`src/rtl/alarm_scanner.sv`:
```
// Alarm scanner: on each minute tick walks the alarm register file, compares every
// armed word against the latched time and handles ring, snooze, dismiss and timeout.
module alarm_scanner #(
  parameter int NUM_REGS   = 7,
  parameter int SNOOZE_MIN = 5,
  parameter int RING_MIN   = 10
) (
  input  logic        Clock,
  input  logic        Clear,
  input  logic        Enable,
  input  logic        Minute_Tick,
  input  logic [11:0] Cur_Time,
  output logic [2:0]  Rd_Sel,
  input  logic [12:0] Rd_Data,
  input  logic        Snooze,
  input  logic        Dismiss,
  output logic        Ring,
  output logic [2:0]  Alarm_Id,
  output logic        Busy
);

  localparam int CNT_MAX = (RING_MIN > SNOOZE_MIN) ? RING_MIN : SNOOZE_MIN;
  localparam int CNT_W   = $clog2(CNT_MAX + 1);
  localparam logic [2:0]       LAST_SEL    = 3'(NUM_REGS - 1);
  localparam logic [CNT_W-1:0] RING_LOAD   = CNT_W'(RING_MIN);
  localparam logic [CNT_W-1:0] SNOOZE_LOAD = CNT_W'(SNOOZE_MIN);
  localparam logic [CNT_W-1:0] CNT_LAST    = CNT_W'(1);

  typedef enum logic [1:0] {IDLE, SCAN, RING, SNOOZE} state_t;

  state_t           state_q, state_d;
  logic [2:0]       rd_sel_q, rd_sel_d;
  logic [2:0]       alarm_id_q, alarm_id_d;
  logic [11:0]      time_q, time_d;
  logic [11:0]      pending_q, pending_d;
  logic             pending_vld_q, pending_vld_d;
  logic [CNT_W-1:0] cnt_q, cnt_d;

  // Stored words with an out-of-range hour or minute can never ring.
  function automatic logic word_matches(input logic [12:0] word, input logic [11:0] t);
    logic valid;
    valid = (word[11:6] <= 6'd23) && (word[5:0] <= 6'd59);
    return word[12] && valid && (word[11:0] == t);
  endfunction

  always_ff @(posedge Clock or negedge Clear) begin
    if (!Clear) begin
      state_q       <= IDLE;
      rd_sel_q      <= '0;
      alarm_id_q    <= '0;
      time_q        <= '0;
      pending_q     <= '0;
      pending_vld_q <= 1'b0;
      cnt_q         <= '0;
    end else begin
      state_q       <= state_d;
      rd_sel_q      <= rd_sel_d;
      alarm_id_q    <= alarm_id_d;
      time_q        <= time_d;
      pending_q     <= pending_d;
      pending_vld_q <= pending_vld_d;
      cnt_q         <= cnt_d;
    end
  end

  always_comb begin
    state_d       = state_q;
    rd_sel_d      = rd_sel_q;
    alarm_id_d    = alarm_id_q;
    time_d        = time_q;
    pending_d     = pending_q;
    pending_vld_d = pending_vld_q;
    cnt_d         = cnt_q;
    if (Enable) begin
      case (state_q)
        IDLE: begin
          if (Minute_Tick) begin
            time_d   = Cur_Time;
            rd_sel_d = '0;
            state_d  = SCAN;
          end
        end
        SCAN: begin
          if (Minute_Tick) begin
            pending_d     = Cur_Time;
            pending_vld_d = 1'b1;
          end
          if (word_matches(Rd_Data, time_q)) begin
            state_d       = RING;
            alarm_id_d    = rd_sel_q;
            cnt_d         = RING_LOAD;
            rd_sel_d      = '0;
            pending_vld_d = 1'b0;
          end else if (rd_sel_q == LAST_SEL) begin
            // A tick seen during this scan (even on its last cycle) chains a new scan.
            rd_sel_d      = '0;
            pending_vld_d = 1'b0;
            if (Minute_Tick)        time_d = Cur_Time;
            else if (pending_vld_q) time_d = pending_q;
            else                    state_d = IDLE;
          end else begin
            rd_sel_d = rd_sel_q + 3'd1;
          end
        end
        RING: begin
          if (Dismiss) begin
            state_d = IDLE;
          end else if (Snooze) begin
            state_d = SNOOZE;
            cnt_d   = SNOOZE_LOAD;
          end else if (Minute_Tick) begin
            if (cnt_q == CNT_LAST) state_d = IDLE;
            else                   cnt_d   = cnt_q - CNT_LAST;
          end
        end
        SNOOZE: begin
          if (Dismiss) begin
            state_d = IDLE;
          end else if (Minute_Tick) begin
            if (cnt_q == CNT_LAST) begin
              state_d = RING;
              cnt_d   = RING_LOAD;
            end else begin
              cnt_d = cnt_q - CNT_LAST;
            end
          end
        end
        default: state_d = IDLE;
      endcase
    end
  end

  assign Rd_Sel   = rd_sel_q;
  assign Alarm_Id = alarm_id_q;
  assign Ring     = (state_q == RING);
  assign Busy     = (state_q == SCAN);

endmodule

```
`config.mk`:
```
export PLATFORM = sky130hd
export DESIGN_NAME = alarm_scanner
export DESIGN_NICKNAME = d
export VERILOG_FILES = /design/src/rtl/alarm_scanner.sv
export SDC_FILE = /design/constraint.sdc
export NUM_CORES = 1
export LEC_CHECK = 0
export BUFFER_PORTS_ARGS = -buffer_cell sky130_fd_sc_hd__buf_4
export CAP_MARGIN = 20
export CORE_MARGIN = 3
export CORE_UTILIZATION = 30
export DETAILED_ROUTE_END_ITERATION = 8
export SLEW_MARGIN = 20
export SYNTH_ARGS = -nofsm -noshare
export SYNTH_HDL_FRONTEND = slang
export SYNTH_SLANG_ARGS = --single-unit
```
`constraint.sdc`:
```
create_clock -name Clock -period 3.2 [get_ports Clock]
set_input_delay 0.48 -clock Clock [delete_from_list [all_inputs] [get_ports Clock]]
set_output_delay 0.48 -clock Clock [all_outputs]
set_load 0.01 [all_outputs]
```
[Yosys cells after proc, flatten, opt, wreduce, memory -nomap -nowiden]
Index checks and enable logic that the tools add are counted.
Storage, ports and cells
  input bits: 31
  flip-flop bits (word level): 37
Operators by class
  $lt $le $gt $ge: 2
  reductions and logical operators: 14
  $add $sub $neg: 2
  muxes and demuxes: 35
  eq/ne operators: 23
Operator list (count)
  2-to-1 mux 12 bit: 5
  2-to-1 mux 4 bit: 8
  2-to-1 mux 2 bit: 12
  case mux 12 bit (2 select lines): 1
  == test 12 bit: 1
  != test 3 bit, second input constant: 4
  case mux 4 bit (3 select lines): 1
  AND reduction 3 bit: 4
  != test 2 bit, second input constant: 5
  2-to-1 mux 3 bit: 3
  != test 3 x 2 -> 1 bit, second input constant: 3
  AND reduction 9 bit: 1
  case mux 2 bit (4 select lines): 1
  AND reduction 8 bit: 1
  less-or-equal comparator 6 x 5 -> 1 bit, second input constant: 1
  less-or-equal comparator 6 bit, second input constant: 1
  case mux 3 bit (2 select lines): 1
  AND reduction 6 bit: 1
  nonzero test 3 bit: 2
  == test 2 bit, second input constant: 2
  == test 4 x 1 -> 1 bit, second input constant: 1
  != test 2 x 1 -> 1 bit, second input constant: 2
  != test 4 x 3 -> 1 bit, second input constant: 1
  != test 4 bit, second input constant: 1
  other kinds (9): 13

[Longest topological paths before layout]
  depth in word-level cells: 6
  mapped depth: 8
  mapped depth without buffers: 8

[Worst setup path after synthesis]
Ideal clock, no wire load.
  path kind: in2reg
  start point: input Rd_Data[1]
  end point: register alarm_id_q[0] (netlist: Alarm_Id[0])
  stages on the path: 6
  arrival time: 2014 ps
  slack: 1058 ps
  path buffers: 0
  cells stage by stage: xnor2_1 > nand3_1 > or4_4 > nor4_4 > nand3_2 > mux2_1
On the way
  longest elaborated chain between the ends: 5
RTL lines
  start, declared: line 14  | input logic [12:0] Rd_Data,
  less-or-equal comparator 6 bit: line 42  | valid = (word[11:6] <= 6'd23) && (word[5:0] <= 6'd59);
  logical AND 1 bit: line 42
  logical AND 1 bit: line 43  | return word[12] && valid && (word[11:0] == t);
  logical AND 1 bit *: line 43
  AND reduction 3 bit (no line) *
  end signal, assigned: line 58  | alarm_id_q <= alarm_id_d;
  end, declared: line 33  | logic [2:0] alarm_id_q, alarm_id_d;
Every way passes the cells marked *; elsewhere a longest branch is shown, timed or not.
A chain may end at the register's enable or synchronous reset.

[Worst setup path in the final report]
  start point: register time_q[8]
  end point: register alarm_id_q[0] (netlist: Alarm_Id[0])
On the way
  longest elaborated chain between the ends: 3
RTL lines
  start, declared: line 34  | logic [11:0] time_q, time_d;
  start signal, assigned: line 59  | time_q <= time_d;
  == test 12 bit: line 43
  logical AND 1 bit: line 43
  AND reduction 3 bit (no line)
Every way passes these cells.

==> summary.md <==
| Metric | Value |
|---|---|
| Antenna cells | 0 |
| Hold-fix buffers, CTS | 0 |
| Switch Pwr | 552 uW |
| Startpoint types | flop |
| Core Region | 6490 um^2 |
| Final Non-Filler Cells | 307 |
| Avg Cell Area, Syn | 10.9 um^2 |
| Vias in the first global route | 1525 |
| Comb power frac | 0.343 |
| Layout Utilization | 0.385 |
| Final period util | 0.688 |
| DRC | 0 |
| Hold_ws | 0.157 ns |
| Fraction of layout cells with a size suffix above 1 | 0.304 |
| Mapped Area | 2050 um^2 |
| RSZ-0062 raised after global routing | false |
| Final wirelength | 4500 um |
| Syn Nets | 220 |
| WP data arrival | 2.36 ns |
| Post CTS Setup Buffer Count | 0 |
| Worst-path clk slew | 0.07 ns |
| Post-synth EDFFs | 0 |
| Synth unique cells | 45 |
| Largest net degree at the start of global routing | 38 |
| Worst R2R Start | time_q[8] |
| Worst vdd ir | 0.262 mV |
| Die height | 88.6 um |
| Start point of the critical path | time_q[8] |
| DR pass1 iterations | 4 |
| Post-synthesis sequential area ratio | 0.452 |
| Tot GR Track Use | 0.120 |
| Register share of total power | 0.467 |
| Top layer in use | met4 |
| WL met2 | 1960 um |
| FF-to-FF setup slack | 1.0 ns |
| CTS sink count | 37 |
| Tmin final | 2.20 ns |
| Placed insts | 299 |
| Relative slew slack | 0.555 |
| Hpwl dp | 3290 um |
| Initial antenna violation count | 0 |
| Req. time, crit path | 3.36 ns |
| Fmax | 454 MHz |
| Clock network power share | 0.190 |
| Root Buffer | clkbuf_8 |
| Die area | 7850 um^2 |
| Violation count after the first detailed-routing iteration | 86 |
| Synth Register Bits | 37 |
| Remaining Overflow, GRT | 0 |
| GP Congestion | 0.838 |
| Outcome | completed |
| Worst min-delay path category | input pin to async pin |
| Dominant synthesized flop cell | dfrtp_1 |
| Final TNS setup | 0 ns |
| Net Sw Frac | 0.340 |
| Final Max Slew Viols | 0 |
| TritonCTS clock tree | built |
| Setup violators final | 0 |
| Final nets | 262 |
| Pwr dens | 650 nW/um^2 |
| Area Overhead vs Synth | 22.1% |
| Setup Skew | 0.00517 ns |
| RR Endpoint | Alarm_Id[0] |
| Initial core utilization | 0.315 |
| Synth Warn # | 0 |
| Ys async rst share | 1.00 |
| Total power | 1.62 mW |
| First-pass GRT wire length | 7340 um |
| R2R depth | 6 |
| H-tree depth | 2 |
| Met3 wire len | 196 um |
| Number of max-cap violations | 0 |
| Drt wl/cell | 14.6 um |
| Critical path fanouts, max | 5 |
| Worst slew pin tran | 0.666 ns |
| Drt via density | 5.04 |
| Worst-Skew Late Latency | 0.28 ns |
| # rows | 29 |
| Met1 WL | 2290 um |
| Worst Setup EP | Alarm_Id[0] |
| Num ports | 39 |
| Total CTS buffers | 5 |
| Worst setup path class | flop to flop |
| Clock buffer depth | 2 |
| Final Hold Viols | 0 |
| Setup crit end kind | flop |
| Pint | 1.07 mW |
| Die width | 88.6 um |
| DR vias | 1547 |
| Detail Route Antenna Nets | 0 |
| I/O Buffers | 38 |
| Post_cts resized | 0 |
| Pleak | 1.11 nW |
| Synth Instances | 187 |
==> state kept, by name, indices dropped and copies added (netlist names) <==
register / count
state_q: 2
cnt_q: 4
pending_vld_q: 1
pending_q: 12
time_q: 12
Rd_Sel: 3
Alarm_Id: 3
==> worst min-delay path by stage <==
stage / from / endpoint / depth (start not counted)
6_report: Clear / pending_q[9] / 1
5_1_grt: Clear / pending_q[10] / 1
4_1_cts: Clear / pending_q[4] / 1
3_5_place_dp: Clear / pending_q[3] / 1
3_3_place_gp: pending_q[7] / pending_q[7] / 1
2_1_floorplan: Clear / Alarm_Id[0] / 0
==> kinds of logic (layout without fill, tap and decap cells) <==
family	count (synthesis)	in the layout	share of synthesized area
buffers and inverters	14	57	0.0293
DFF	37	37	0.452
adders and majority gates	2	2	0.0122
xor gates and xnor gates	10	10	0.0428
muxes	39	39	0.212
and+or+nand+nor	49	49	0.130
AOI/OAI and AO/OA	36	36	0.122
==> critical path, cell delays in order, from the launching register on <==
cell and delay (ns):
dfrtp_1 0.39, xnor2_1 0.16, nand3_1 0.11, or4_4 0.60
nor4_4 0.33, nand3_2 0.16, mux2_1 0.33
==> Yosys cell counts (all sizes together) (2+ instances only) <==
cell,number,area (um^2)
nor4,2,27.5
nor2,14,52.6
xnor2,7,61.3
o211ai,2,15.0
nor3b,2,15.0
a21oi,3,15.0
or3,3,18.8
nand2,12,45.0
o31ai,3,22.5
nand2b,5,31.3
a21boi,2,15.0
dfrtp,37,926
mux2,35,394
a2bb2oi,2,17.5
mux2i,4,40.0
nand3,5,30.0
clkbuf,3,11.3
xor2,3,26.3
a221oi,2,17.5
buf,2,15.0
inv,9,33.8
ha,2,25.0
o21ai,10,50.0
a31oi,2,12.5
o21a,2,15.0
==> cell usage in the layout, fill, tap and decap left out, types with 3 or more instances in the layout <==
| master | count |
|---|---|
| inv_1 | 7 |
| nor2_1 | 14 |
| nand2_1 | 12 |
| a21oi_1 | 3 |
| xor2_1 | 3 |
| o21ai_1 | 5 |
| or3_1 | 3 |
| nand2b_1 | 5 |
| mux2_2 | 18 |
| o31ai_1 | 3 |
| o21ai_0 | 5 |
| xnor2_1 | 7 |
| mux2_1 | 17 |
| nand3_1 | 4 |
| dfrtp_1 | 37 |
| mux2i_1 | 4 |
| buf_4 | 40 |
| clkbuf_8 | 5 |
==> power by group through the flow <==
stage	sequential, mW	combinational [mW]	clock [mW]
CTS	0.759	0.564	0.324
floorplan	0.734	0.407	0
global route	0.785	0.632	0.341
detailed placement	0.766	0.561	0
global placement	0.761	0.551	0
finish	0.759	0.556	0.309
==> area by class of cell <==
cell class	count	area, um^2
multi-input cells	136	1060
flip-flops and latches	37	926
clock buffers	6	72.6
fillers	638	4000
repair buffers	40	300
clock inverters	2	10.0
inverters	9	33.8
well taps	77	96.3
==> metrics by stage <==
step                setup slack (ns)  instance area [um^2]
floorplan                       1.06                  2050
global placement               0.822                  2420
detailed placement             0.770                  2420
CTS                            0.975                  2500
global route                   0.865                  2500
finish                         0.997                  2500
==> routing by layer <==
layer	GRT usage	vias to the layer above
li1	-	761
met2	0.173	34
met1	0.177	747
met4	0.0330	0
met3	0.0307	5
met5	0	-
Power figures use the tool's default switching activity.
